--- src/rtl/peak_frame_sequencer_if.sv ---
// rtl/peak_frame_sequencer_if.sv - frame link between the sequencer and the peak_abs detector
interface peak_frame_sequencer_if #(
  parameter int WIDTH = 16,
  parameter int IW    = 4
);
  logic             start;
  logic             in_valid;
  logic [WIDTH-1:0] sample_out;
  logic             res_valid;
  logic [WIDTH-1:0] res_peak;
  logic [IW-1:0]    res_idx;

  modport master (
    output start, in_valid, sample_out,
    input  res_valid, res_peak, res_idx
  );

  modport slave (
    input  start, in_valid, sample_out,
    output res_valid, res_peak, res_idx
  );
endinterface

--- src/rtl/peak_frame_sequencer.sv ---
// rtl/peak_frame_sequencer.sv - streams a stored frame into peak_abs and captures its result
module peak_frame_sequencer #(
  parameter int WIDTH     = 16,
  parameter int N_SAMPLES = 16,
  parameter int TIMEOUT   = 1000,
  parameter int IW        = $clog2(N_SAMPLES)
) (
  input  logic                   clk,
  input  logic                   rst_n,
  input  logic                   wr_en,
  input  logic [IW-1:0]          wr_addr,
  input  logic [WIDTH-1:0]       wr_data,
  input  logic                   go,
  output logic                   busy,
  output logic                   done,
  output logic [WIDTH-1:0]       peak,
  output logic [IW-1:0]          peak_idx,
  output logic                   timeout_err,
  peak_frame_sequencer_if.master det
);

  localparam int CW = $clog2(TIMEOUT + 1);

  typedef enum logic [1:0] {S_IDLE, S_START, S_STREAM, S_WAIT} state_t;

  state_t           state, state_next;
  logic [WIDTH-1:0] frame [N_SAMPLES];
  logic [IW-1:0]    k;
  logic [CW-1:0]    cnt;
  logic             start_q;
  logic             in_valid_q;
  logic [WIDTH-1:0] sample_q;
  logic             wr_hit;
  logic             last_beat;
  logic             timed_out;

  assign wr_hit    = wr_en && (state == S_IDLE) && ({1'b0, wr_addr} < (IW+1)'(N_SAMPLES));
  assign last_beat = (k == IW'(N_SAMPLES - 1));
  assign timed_out = (cnt == CW'(TIMEOUT - 1));

  assign det.start      = start_q;
  assign det.in_valid   = in_valid_q;
  assign det.sample_out = sample_q;

  always_comb begin
    state_next = state;
    case (state)
      S_IDLE:   if (go) state_next = S_START;
      S_START:  state_next = S_STREAM;
      S_STREAM: if (last_beat) state_next = S_WAIT;
      S_WAIT:   if (det.res_valid || timed_out) state_next = S_IDLE;
      default:  state_next = S_IDLE;
    endcase
  end

  // Outputs are registered from the next state so each one lines up with its state's cycle.
  always_ff @(posedge clk or negedge rst_n) begin
    if (!rst_n) begin
      state       <= S_IDLE;
      k           <= '0;
      cnt         <= '0;
      busy        <= 1'b0;
      start_q     <= 1'b0;
      in_valid_q  <= 1'b0;
      sample_q    <= '0;
      done        <= 1'b0;
      peak        <= '0;
      peak_idx    <= '0;
      timeout_err <= 1'b0;
      for (int i = 0; i < N_SAMPLES; i++) frame[i] <= '0;
    end else begin
      state   <= state_next;
      busy    <= (state_next != S_IDLE);
      start_q <= (state_next == S_START);
      done    <= 1'b0;
      if (wr_hit) frame[wr_addr] <= wr_data;
      case (state)
        S_IDLE: begin
          if (go) begin
            timeout_err <= 1'b0;
            cnt         <= '0;
            k           <= '0;
          end
        end
        S_START: begin
          in_valid_q <= 1'b1;
          sample_q   <= frame[0];
          k          <= '0;
        end
        S_STREAM: begin
          if (last_beat) begin
            in_valid_q <= 1'b0;
            sample_q   <= '0;
          end else begin
            sample_q <= frame[k + IW'(1)];
            k        <= k + IW'(1);
          end
        end
        S_WAIT: begin
          cnt <= cnt + CW'(1);
          // A result arriving on the final allowed cycle still wins over the timeout.
          if (det.res_valid) begin
            peak     <= det.res_peak;
            peak_idx <= det.res_idx;
            done     <= 1'b1;
          end else if (timed_out) begin
            peak        <= '0;
            peak_idx    <= '0;
            timeout_err <= 1'b1;
            done        <= 1'b1;
          end
        end
        default: ;
      endcase
    end
  end

endmodule

--- src/flat_wrapper.sv ---
// flat-port wrapper written by rule: the top's interface ports become plain ports
module peak_frame_sequencer_flat 
#(
  parameter int WIDTH     = 16,
  parameter int N_SAMPLES = 16,
  parameter int TIMEOUT   = 1000,
  parameter int IW        = $clog2(N_SAMPLES)
)
  (clk, rst_n, wr_en, wr_addr, wr_data, go, busy, done, peak, peak_idx, timeout_err, det_start, det_in_valid, det_sample_out, det_res_valid, det_res_peak, det_res_idx);
  peak_frame_sequencer_if #(.WIDTH(WIDTH), .IW(IW)) det_i ();
  input  logic clk;
  input  logic rst_n;
  input  logic wr_en;
  input  logic [IW-1:0] wr_addr;
  input  logic [WIDTH-1:0] wr_data;
  input  logic go;
  output logic busy;
  output logic done;
  output logic [WIDTH-1:0] peak;
  output logic [IW-1:0] peak_idx;
  output logic timeout_err;
  output wire logic [$bits(det_i.start)-1:0] det_start;
  output wire logic [$bits(det_i.in_valid)-1:0] det_in_valid;
  output wire logic [$bits(det_i.sample_out)-1:0] det_sample_out;
  input wire logic [$bits(det_i.res_valid)-1:0] det_res_valid;
  input wire logic [$bits(det_i.res_peak)-1:0] det_res_peak;
  input wire logic [$bits(det_i.res_idx)-1:0] det_res_idx;
  assign det_start = det_i.start;
  assign det_in_valid = det_i.in_valid;
  assign det_sample_out = det_i.sample_out;
  assign det_i.res_valid = det_res_valid;
  assign det_i.res_peak = det_res_peak;
  assign det_i.res_idx = det_res_idx;
  peak_frame_sequencer #(.WIDTH(WIDTH), .N_SAMPLES(N_SAMPLES), .TIMEOUT(TIMEOUT), .IW(IW)) u_core (.clk(clk), .rst_n(rst_n), .wr_en(wr_en), .wr_addr(wr_addr), .wr_data(wr_data), .go(go), .busy(busy), .done(done), .peak(peak), .peak_idx(peak_idx), .timeout_err(timeout_err), .det(det_i));
endmodule
--- config.mk ---
export PLATFORM = sky130hd
export DESIGN_NAME = peak_frame_sequencer_flat
export DESIGN_NICKNAME = d
export VERILOG_FILES = /design/src/rtl/peak_frame_sequencer_if.sv /design/src/rtl/peak_frame_sequencer.sv /design/src/flat_wrapper.sv
export SDC_FILE = /design/constraint.sdc
export NUM_CORES = 1
export LEC_CHECK = 0
export CORE_MARGIN = 5
export CORE_UTILIZATION = 40
export DETAILED_ROUTE_END_ITERATION = 10
export SYNTH_ARGS = -nofsm -noshare
export SYNTH_HDL_FRONTEND = slang
export SYNTH_SLANG_ARGS = --single-unit
--- constraint.sdc ---
create_clock -name clk -period 2.84 [get_ports clk]
set_clock_uncertainty 0.2 [all_clocks]
set_input_delay 0.568 -clock clk [delete_from_list [all_inputs] [get_ports clk]]
set_output_delay 0.568 -clock clk [all_outputs]
set_load 0.01 [all_outputs]
==> metrics, run 1 <==
buffers added on ports 85; critical path start-end classification register to register; cell row count 70; worst hold path cell count 1; Crit path arrival time 2.67 ns; total count of max-transition violations in the final report 0; number of sinks on the clock net 313; syn nets 1119; H-tree depth reported by CTS 2; relative area change from synthesis to final layout 19.2%; Max clock buf depth 3; post-synthesis sequential area ratio 53.7%; most instantiated flip-flop cell in the synthesis netlist dfrtp_1; clock tree from TritonCTS done; unrepaired setup endpoints after global routing false; critical register-to-register path startpoint u_core.state[1]; longest individual stage delay on the worst path 0.52 ns; initial antenna violation count 0; number of flops mapped to enable cells by yosys 0; Die Width 201 µm; setup bufs post-CTS 0; die span in y 201 µm; total area of multi-input combinational cells 6380 µm²; number of max-cap violations 0; maximum clock frequency 0.402 GHz; antenna diode count 0; Distinct cells, synth 51; post-layout minimum cycle time 2.49 ns; cell type with the highest aggregate area in the netlist dfrtp_1; pin count of the biggest net entering global routing 69; post-detailed-route via-to-cell ratio 5.45; final clock period utilization by the worst path 87.7%; detailed-route wire length 33900 µm; most used standard cells in the synthesized netlist dfrtp_1 (313), mux2_2 (304), clkbuf_1 (45); number of synthesis warnings 0; I/O pin cnt 86; total global routing track utilization 16.9%; crit-path max FO 16; cell area after placement 16200 µm²; total number of nets in the final design 1202; most common cell in the netlist dfrtp_1; outcome completed; count of TritonRoute iterations in the first routing pass 4; Post-synth ARST share 100%; DIE AREA 40400 µm²; total congestion overflow 0; power per unit of standard cell area 992 nW/µm²; area occupied by registers 7830 µm²; Worst Hold Class register to register; vias in the first global route 9606; crit path capture type register; initial core utilization 40.2%; Critical Path Source Type register; sequence of cells on the critical path inv_1, ha_2, nand2_1, or4_1, buf_4, mux2_2; worst min-delay path startpoint u_core.frame[165]; cell at the slowest stage of the critical path or4_1; global placement routability congestion 0.777; Routed WL per cell 20.6 µm; top cell type's share of synthesized area 53.7%; residual DRC count 0; required arrival time at the worst endpoint 3.02 ns; fill cell count 3215; Leakage Power 7.56 nW; final hold slack 0.301 ns; area inside the core boundary 36300 µm²; FF-to-FF path depth 6; Reg-to-Reg End u_core.frame[188]; DP HPWL 21400 µm; clock tree root driver cell clkbuf_16; clock transition at the registers of the reported paths 0.06 ns; Avg Synthesized Cell Area 13.6 µm²; VDD IR max 0.520 mV; transition at the pin with the smallest max-transition slack 0.743 ns; Initial DRC Count 404; global-route wire length before repair 55700 µm; Fin. Hold Viols 0; layout cells sized above 1 38.2%; number of register bits inferred by synthesis 313; main area contributors after synthesis dfrtp_1 (54%), mux2_2 (23%), mux4_2 (4.9%); total setup violations reported at the end of the flow 0; Post-Route Setup TNS 0 ns; finished layout cell area 17400 µm²; number of cells produced by synthesis 1068; synthesized area 14600 µm²; via total after detailed routing 8940; residual antenna-violating net count after detailed routing 0; clock buffers created by TritonCTS 35; later-pin clock latency in the skew report 0.50 ns; slew margin rel. 50.3%; reg-to-reg setup timing slack 0.35 ns; terminating pin of the worst hold path u_core.frame[165]
==> worst max path at each step <==
stage | from | to | depth (start not counted)
final | u_core.state[1] | u_core.frame[188] | 6
after global routing | u_core.state[1] | u_core.frame[190] | 6
after CTS | u_core.state[1] | u_core.frame[121] | 6
after detailed placement | wr_addr[3] | u_core.frame[188] | 5
after global placement | wr_addr[3] | u_core.frame[186] | 5
after floorplan | u_core.k[0] | u_core.det.sample_out[0] | 7
==> cell families (layout without fill, tap and decap cells) <==
logic type | after synthesis | count (layout) | synth area share, %
AO/OA/AOI/OAI | 141 | 141 | 7.12
XOR/XNOR | 8 | 8 | 0.609
adder cells (fa/ha/maj) | 6 | 6 | 0.515
buffers and inverters | 91 | 195 | 2.82
flip-flops | 313 | 313 | 53.7
multiplexers | 356 | 356 | 29.8
AND/OR/NAND/NOR | 153 | 153 | 5.36
==> area by class of cell <==
type	count	share of cell area [%]
clock buffers	53	6.07
clock inverters	5	0.432
inverters	8	0.173
multi-input cells	664	36.7
flip-flops and latches	313	45.1
well taps	468	3.37
repair buffers	129	8.21
==> timing repair <==
| action | CTS | global route |
|---|---|---|
| gates resized for setup | 0 | 0 |
| endpoints found under the hold margin | 62 | 0 |
| hold buffers | 1 | 0 |
==> cell usage in the layout, fill, tap and decap left out, types with 4 or more instances in the layout <==
cell type / netlist / layout
xnor2_1: 7 / 6
nand2b_1: 25 / 25
o22ai_1: 17 / 17
dfrtp_1: 313 / 312
clkdlybuf4s50_1: 0 / 84
buf_12: 0 / 19
a32o_1: 17 / 17
mux2_2: 304 / 304
clkbuf_1: 45 / 9
o211ai_1: 17 / 17
o31ai_1: 19 / 19
a21oi_1: 20 / 20
mux2i_1: 18 / 18
inv_1: 8 / 8
ha_1: 6 / 4
clkbuf_8: 0 / 7
nand2_1: 43 / 43
buf_4: 5 / 24
nor2_2: 3 / 9
nor2_1: 36 / 30
nor2b_1: 18 / 18
a22o_1: 24 / 24
a31oi_1: 17 / 17
mux4_2: 32 / 32
clkbuf_16: 0 / 37
==> state kept, by name (all words and copies together), names as in the netlist <==
register and flops:
u_core.frame 256, u_core.det.sample_out 16, u_core.peak 16, u_core.cnt 10, u_core.k 4, u_core.peak_idx 4, u_core.state 2, u_core.busy 1
u_core.det.in_valid 1, u_core.det.start 1, u_core.done 1, u_core.timeout_err 1
==> worst max-delay path, delay by kind of cell, from the launching register on <==
family	cells	cell delay, ns
and+or+nand+nor	2	0.72
muxes	1	0.29
DFF	1	0.41
adders and majority gates	1	0.39
buffers and inverters	2	0.35
==> layer usage <==
layer / track usage, % / wire length (µm) / vias to the layer above
met3: 1.92 / 1170 / 35
li1: - / - / 4093
met4: 3.74 / 548 / 0
met5: 0 / 0 / -
met2: 28.4 / 16600 / 125
met1: 23.9 / 15600 / 4687
==> where the power goes <==
group	internal [mW]	total (mW)	switching, mW
Combinational	3.24	5.91	2.67
Clock	2.73	4.47	1.74
Sequential	6.02	6.87	0.852
==> stage by stage <==
step | setup slack, ns | utilization (%) | power [mW] | cells
2_1_floorplan | 0.502 | - | 10.8 | 1068
3_3_place_gp | 0.161 | 44.8 | 12.7 | 1581
3_5_place_dp | 0.164 | 44.8 | 12.9 | 1581
4_1_cts | 0.326 | 47.9 | 17.4 | 1640
5_1_grt | 0.252 | 47.9 | 18.3 | 1640
6_report | 0.349 | 47.9 | 17.2 | 1640
Power figures use the tool's default switching activity.
==> run 2: changes to the inputs <==
--- a/config.mk
+++ b/config.mk
@@ -5,8 +5,10 @@
 export SDC_FILE = /design/constraint.sdc
 export NUM_CORES = 1
 export LEC_CHECK = 0
+export CAP_MARGIN = 15
 export CORE_MARGIN = 5
 export CORE_UTILIZATION = 40
+export CTS_CLUSTER_DIAMETER = 40
 export DETAILED_ROUTE_END_ITERATION = 10
 export SYNTH_ARGS = -nofsm -noshare
 export SYNTH_HDL_FRONTEND = slang
==> run 2 against run 1 <==
  * Maximum frequency is 0.62% higher
  * Sequential share of layout area shrank 1.4 points
  * Final cell count is 1.5% higher
  * Power rose by 10%
  * Critical path depth unchanged
  * Wire length up 0.87%
==> metrics, run 2 (synthesis gave the netlist of run 1 again) <==
finished layout cell area 18000 µm² (+3.3%); terminating pin of the worst hold path u_core.frame[8]; Routed WL per cell 20.5 µm (-0.64%); I/O pin cnt 86 (unchanged); number of buffers inserted for hold repair after clock tree synthesis 1 (unchanged); cell area after placement 16200 µm² (unchanged); Worst Hold Class register to register; transition at the pin with the smallest max-transition slack 0.728 ns (-0.0152 ns); worst path buffer plus inverter count 2 (unchanged); clock transition at the registers of the reported paths 0.05 ns (about the same); die span in y 201 µm (unchanged); VDD IR max 0.479 mV (-7.9%); unrepaired setup endpoints after global routing false; commonest non-fill, non-tap cell in the layout dfrtp_1; crit-path max FO 16 (unchanged); slew margin rel. 51.3% (+1.0 points); required arrival time at the worst endpoint 3.06 ns (+0.04 ns); clock tree from TritonCTS done; longest individual stage delay on the worst path 0.52 ns (about the same); Max clock buf depth 3 (unchanged); post-layout minimum cycle time 2.48 ns (-0.0153 ns); Die Width 201 µm (unchanged); total congestion overflow 0 (unchanged); worst min-delay path startpoint u_core.frame[8]; vias in the first global route 9830 (+2.3%); leading cell types in the layout, fill and taps excluded dfrtp_1 (312), mux2_2 (304), clkdlybuf4s50_1 (84); pin count of the biggest net entering global routing 69 (unchanged); critical register-to-register path startpoint u_core.state[1]; residual antenna-violating net count after detailed routing 0 (unchanged); area inside the core boundary 36300 µm² (unchanged); Crit path arrival time 2.69 ns (+0.02 ns); relative area change from synthesis to final layout 23.2%; power per unit of standard cell area 1060 nW/µm² (+6.7%); utilization after layout 49.5% (+1.6 points); Fin. Hold Viols 0 (unchanged); number of max-cap violations 0 (unchanged); initial antenna violation count 0 (unchanged); PostCTS Resize Cnt 0 (unchanged); number of sinks on the clock net 313 (unchanged); critical path start-end classification register to register; total setup violations reported at the end of the flow 0 (unchanged); total global routing track utilization 17.2% (+0.24 points); Reg-to-Reg End u_core.frame[184]; top register by number of flip-flops u_core.frame; reg-to-reg setup timing slack 0.36 ns (+0.02 ns); sequence of cells on the critical path inv_1, ha_2, nand2_1, or4_1, buf_4, mux2_2; setup bufs post-CTS 0 (unchanged); global-route wire length before repair 56400 µm (+1.1%); maximum clock frequency 0.404 GHz (+0.62%); DP HPWL 21400 µm (unchanged); layout cells sized above 1 39.8% (+1.6 points); crit path capture type register; initial core utilization 40.2% (unchanged); Leakage Power 7.82 nW (+3.5%); DIE AREA 40400 µm² (unchanged); Post-Route Setup TNS 0 ns (unchanged); total number of nets in the final design 1213 (+0.92%); worst hold path cell count 1 (unchanged); H-tree depth reported by CTS 2 (unchanged); clock buffers created by TritonCTS 46 (+31%); later-pin clock latency in the skew report 0.55 ns (+0.05 ns); antenna diode count 0 (unchanged); buffers added on ports 85 (unchanged); global placement routability congestion 0.777 (unchanged); FF-to-FF path depth 6 (unchanged); via total after detailed routing 9045 (+1.2%); post-detailed-route via-to-cell ratio 5.43 (-0.34%); cell at the slowest stage of the critical path or4_1; final clock period utilization by the worst path 87.2% (-0.54 points); Initial DRC Count 457 (+13%); count of TritonRoute iterations in the first routing pass 4 (unchanged); total count of max-transition violations in the final report 0 (unchanged); detailed-route wire length 34200 µm (+0.87%); cell row count 70 (unchanged); residual DRC count 0 (unchanged); cell class contributing the biggest share of worst-path delay simple AND/OR/NAND/NOR gates; Critical Path Source Type register; clock tree root driver cell clkbuf_16; outcome completed; number of flip-flops under the largest register name 256 (unchanged)
[run 2: cell types whose count changed in the layout (fill, tap and decap cells not counted)]
cell,delta
clkbuf_16,+12
clkinv_2,+1
clkbuf_1,-4
clkbuf_8,-4
clkinv_4,+2
clkinvlp_4,+5
inv_6,+5
bufinv_16,+8
[run 2: worst max-delay path by stage]
stage                     cells past startpoint             from                        to  slack (ns)
after global placement                        5       wr_addr[3]         u_core.frame[186]        0.16
final                                         6  u_core.state[1]         u_core.frame[184]        0.36
after floorplan                               7      u_core.k[0]  u_core.det.sample_out[0]        0.50
after detailed placement                      5       wr_addr[3]         u_core.frame[188]        0.16
after global routing                          6  u_core.state[1]         u_core.frame[190]        0.25
after CTS                                     6  u_core.state[1]         u_core.frame[184]        0.33
[run 2: final cells by class]
cell class | count | area [µm²]
sequential | 313 | 7830
inverter | 8 | 30.0
clock buffer | 57 | 1290
multi-input combinational | 664 | 6380
tap | 468 | 586
fill | 3152 | 18300
clock inverter | 26 | 419
timing repair buffer | 129 | 1430
[run 2: stage by stage]
stage          std cells  total power, mW  setup WS [ns]  hold WS, ns
2_1_floorplan       1068             10.8          0.502       0.0724
3_3_place_gp        1581             12.7          0.161        0.283
3_5_place_dp        1581             12.9          0.164        0.290
4_1_cts             1665             19.2          0.334        0.303
5_1_grt             1665             20.1          0.252        0.314
6_report            1665             19.0          0.365        0.299
[run 2: power breakdown]
group | internal [mW] | switching [mW]
Clock | 4.14 | 2.08
Combinational | 3.25 | 2.67
Sequential | 6.02 | 0.854
Total | 13.4 | 5.61
[run 2: layer usage]
layer  track usage, %  vias to the layer above  wire length, µm
met2             28.2                      110            16400
li1                 -                     4134                -
met4             4.67                        0              628
met5                0                        -                0
met3             2.57                       51             1030
met1             24.1                     4750            16100
==> run 3: changes to the inputs <==
--- a/config.mk
+++ b/config.mk
@@ -10,6 +10,7 @@
 export CORE_UTILIZATION = 40
 export CTS_CLUSTER_DIAMETER = 40
 export DETAILED_ROUTE_END_ITERATION = 10
+export PLACE_DENSITY_LB_ADDON = 0.2
 export SYNTH_ARGS = -nofsm -noshare
 export SYNTH_HDL_FRONTEND = slang
 export SYNTH_SLANG_ARGS = --single-unit
==> run 3 against run 2 <==
  * First-iteration DRC count down 0.88%
  * Final cell count up 0.12%
  * Cell area down 1.0%
  * Worst hold slack worse by 0.00092 ns
  * Worst setup slack worse by 0.030 ns
  * Combinational power up 2%
  * Utilization down 0.50 points
  * Clock power down 12%
  * Clock-buffer cell count down 2
  * Critical path depth unchanged
  * Maximum frequency down 1.2%
  * Critical endpoint is now u_core.cnt[9]
  * Largest cell class unchanged
  * Largest power group unchanged
  * Highest routed layer unchanged
==> metrics, run 3 (synthesis gave the netlist of run 1 again) <==
via total after detailed routing 9103 (+0.64%); leading cell types in the layout, fill and taps excluded dfrtp_1 (312), mux2_2 (304), clkdlybuf4s50_1 (84); required arrival time at the worst endpoint 3.04 ns (-0.02 ns); worst path buffer plus inverter count 1 (-1); unrepaired setup endpoints after global routing false; die span in y 201 µm (unchanged); global placement routability congestion 0.784 (+0.98%); cell at the slowest stage of the critical path mux2i_1; reg-to-reg setup timing slack 0.34 ns (-0.03 ns); FF-to-FF path depth 6 (unchanged); commonest non-fill, non-tap cell in the layout dfrtp_1; initial antenna violation count 0 (unchanged); crit path capture type register; top register by number of flip-flops u_core.frame; count of TritonRoute iterations in the first routing pass 4 (unchanged); total congestion overflow 0 (unchanged); final clock period utilization by the worst path 88.2% (+1.0 points); clock tree root driver cell clkbuf_16; cell row count 70 (unchanged); sequence of cells on the critical path inv_1, ha_2, mux2i_1, nor4b_1, xnor2_1, nor2_1; residual DRC count 0 (unchanged); total global routing track utilization 17.6% (+0.38 points); worst min-delay path startpoint u_core.peak[1]; detailed-route wire length 35300 µm (+3.3%); maximum clock frequency 0.399 GHz (-1.2%); relative area change from synthesis to final layout 21.9%; Critical Path Source Type register; number of flip-flops under the largest register name 256 (unchanged); VDD IR max 0.438 mV (-8.6%); clock buffers created by TritonCTS 44 (-4.3%); DIE AREA 40400 µm² (unchanged); H-tree depth reported by CTS 2 (unchanged); total count of max-transition violations in the final report 0 (unchanged); area inside the core boundary 36300 µm² (unchanged); Reg-to-Reg End u_core.cnt[9]; buffers added on ports 85 (unchanged); pin count of the biggest net entering global routing 69 (unchanged); power per unit of standard cell area 1030 nW/µm² (-2.6%); vias in the first global route 9685 (-1.5%); post-detailed-route via-to-cell ratio 5.46 (+0.52%); transition at the pin with the smallest max-transition slack 1.00 ns (+0.271 ns); Initial DRC Count 453 (-0.88%); critical path start-end classification register to register; Die Width 201 µm (unchanged); Routed WL per cell 21.2 µm (+3.2%); cell class contributing the biggest share of worst-path delay multiplexers; terminating pin of the worst hold path u_core.peak[1]; final hold slack 0.298 ns (-0.000922 ns); number of sinks on the clock net 313 (unchanged); Post-Route Setup TNS 0 ns (unchanged); total setup violations reported at the end of the flow 0 (unchanged); Fin. Hold Viols 0 (unchanged); I/O pin cnt 86 (unchanged); post-layout minimum cycle time 2.50 ns (+0.0296 ns); crit-path max FO 12 (-4); worst hold path cell count 1 (unchanged); initial core utilization 40.2% (unchanged); DP HPWL 22300 µm (+4.1%); residual antenna-violating net count after detailed routing 0 (unchanged); longest individual stage delay on the worst path 0.83 ns (+0.31 ns); clock tree from TritonCTS done; critical register-to-register path startpoint u_core.state[1]; total number of nets in the final design 1217 (+0.33%); Worst Hold Class register to register; Max clock buf depth 3 (unchanged); global-route wire length before repair 57000 µm (+1.1%); layout cells sized above 1 39.9% (+0.10 points); Leakage Power 7.75 nW (-0.96%); outcome completed; Crit path arrival time 2.70 ns (about the same); antenna diode count 0 (unchanged); later-pin clock latency in the skew report 0.54 ns (about the same); clock transition at the registers of the reported paths 0.05 ns (about the same); fill cell count 3152 (unchanged); slew margin rel. 33.2% (-18 points); number of max-cap violations 0 (unchanged)
## run 3: final cells by class
| type | instances | area (µm²) | share of cell area (%) |
|---|---|---|---|
| multi-input combinational | 664 | 6380 | 35.9 |
| clock inverter | 24 | 265 | 1.49 |
| tap | 468 | 586 | 3.29 |
| sequential | 313 | 7830 | 44.1 |
| clock buffer | 55 | 1210 | 6.83 |
| timing repair buffer | 135 | 1470 | 8.28 |
| inverter | 8 | 30.0 | 0.169 |
## run 3: how the worst max path moves through the flow
| stage | startpoint | slack, ns | end | cells past startpoint |
|---|---|---|---|---|
| 2_1_floorplan | u_core.k[0] | 0.50 | u_core.det.sample_out[0] | 7 |
| 3_3_place_gp | wr_en | 0.22 | u_core.frame[126] | 5 |
| 3_5_place_dp | wr_addr[0] | 0.20 | u_core.frame[222] | 5 |
| 4_1_cts | u_core.k[1] | 0.31 | u_core.det.sample_out[15] | 5 |
| 5_1_grt | u_core.state[1] | 0.11 | u_core.cnt[7] | 6 |
| 6_report | u_core.state[1] | 0.34 | u_core.cnt[9] | 6 |
## run 3: timing repair
item	in CTS	in global routing
resized for setup	0	0
buffers inserted	0	0
setup endpoints to repair	0	0
endpoints found under the hold margin	40	0
hold buffers	1	0
## run 3: stage by stage
| step | utilization (%) | power (mW) | setup slack, ns | cell area [µm²] | std cells |
|---|---|---|---|---|---|
| floorplan | - | 10.8 | 0.502 | 14600 | 1068 |
| global placement | 44.9 | 12.8 | 0.217 | 16300 | 1587 |
| detailed placement | 44.9 | 13.0 | 0.198 | 16300 | 1587 |
| CTS | 49.0 | 18.6 | 0.305 | 17800 | 1667 |
| global route | 49.0 | 19.4 | 0.114 | 17800 | 1667 |
| finish | 49.0 | 18.3 | 0.335 | 17800 | 1667 |
## run 3: where the power goes
group | switching [mW] | leakage [nW] | internal (mW)
logic | 2.76 | 2.95 | 3.25
registers | 0.838 | 4.08 | 6.02
clock network | 2.04 | 0.718 | 3.42
total | 5.64 | 7.75 | 12.7
## run 3: per-layer routing
layer | vias up | track usage (%) | part of all wire (%)
li1 | 4152 | - | -
met1 | 4747 | 25.1 | 47
met2 | 160 | 28.0 | 47
met3 | 44 | 3.12 | 4.0
met4 | 0 | 4.50 | 1.7
met5 | - | 0 | 0
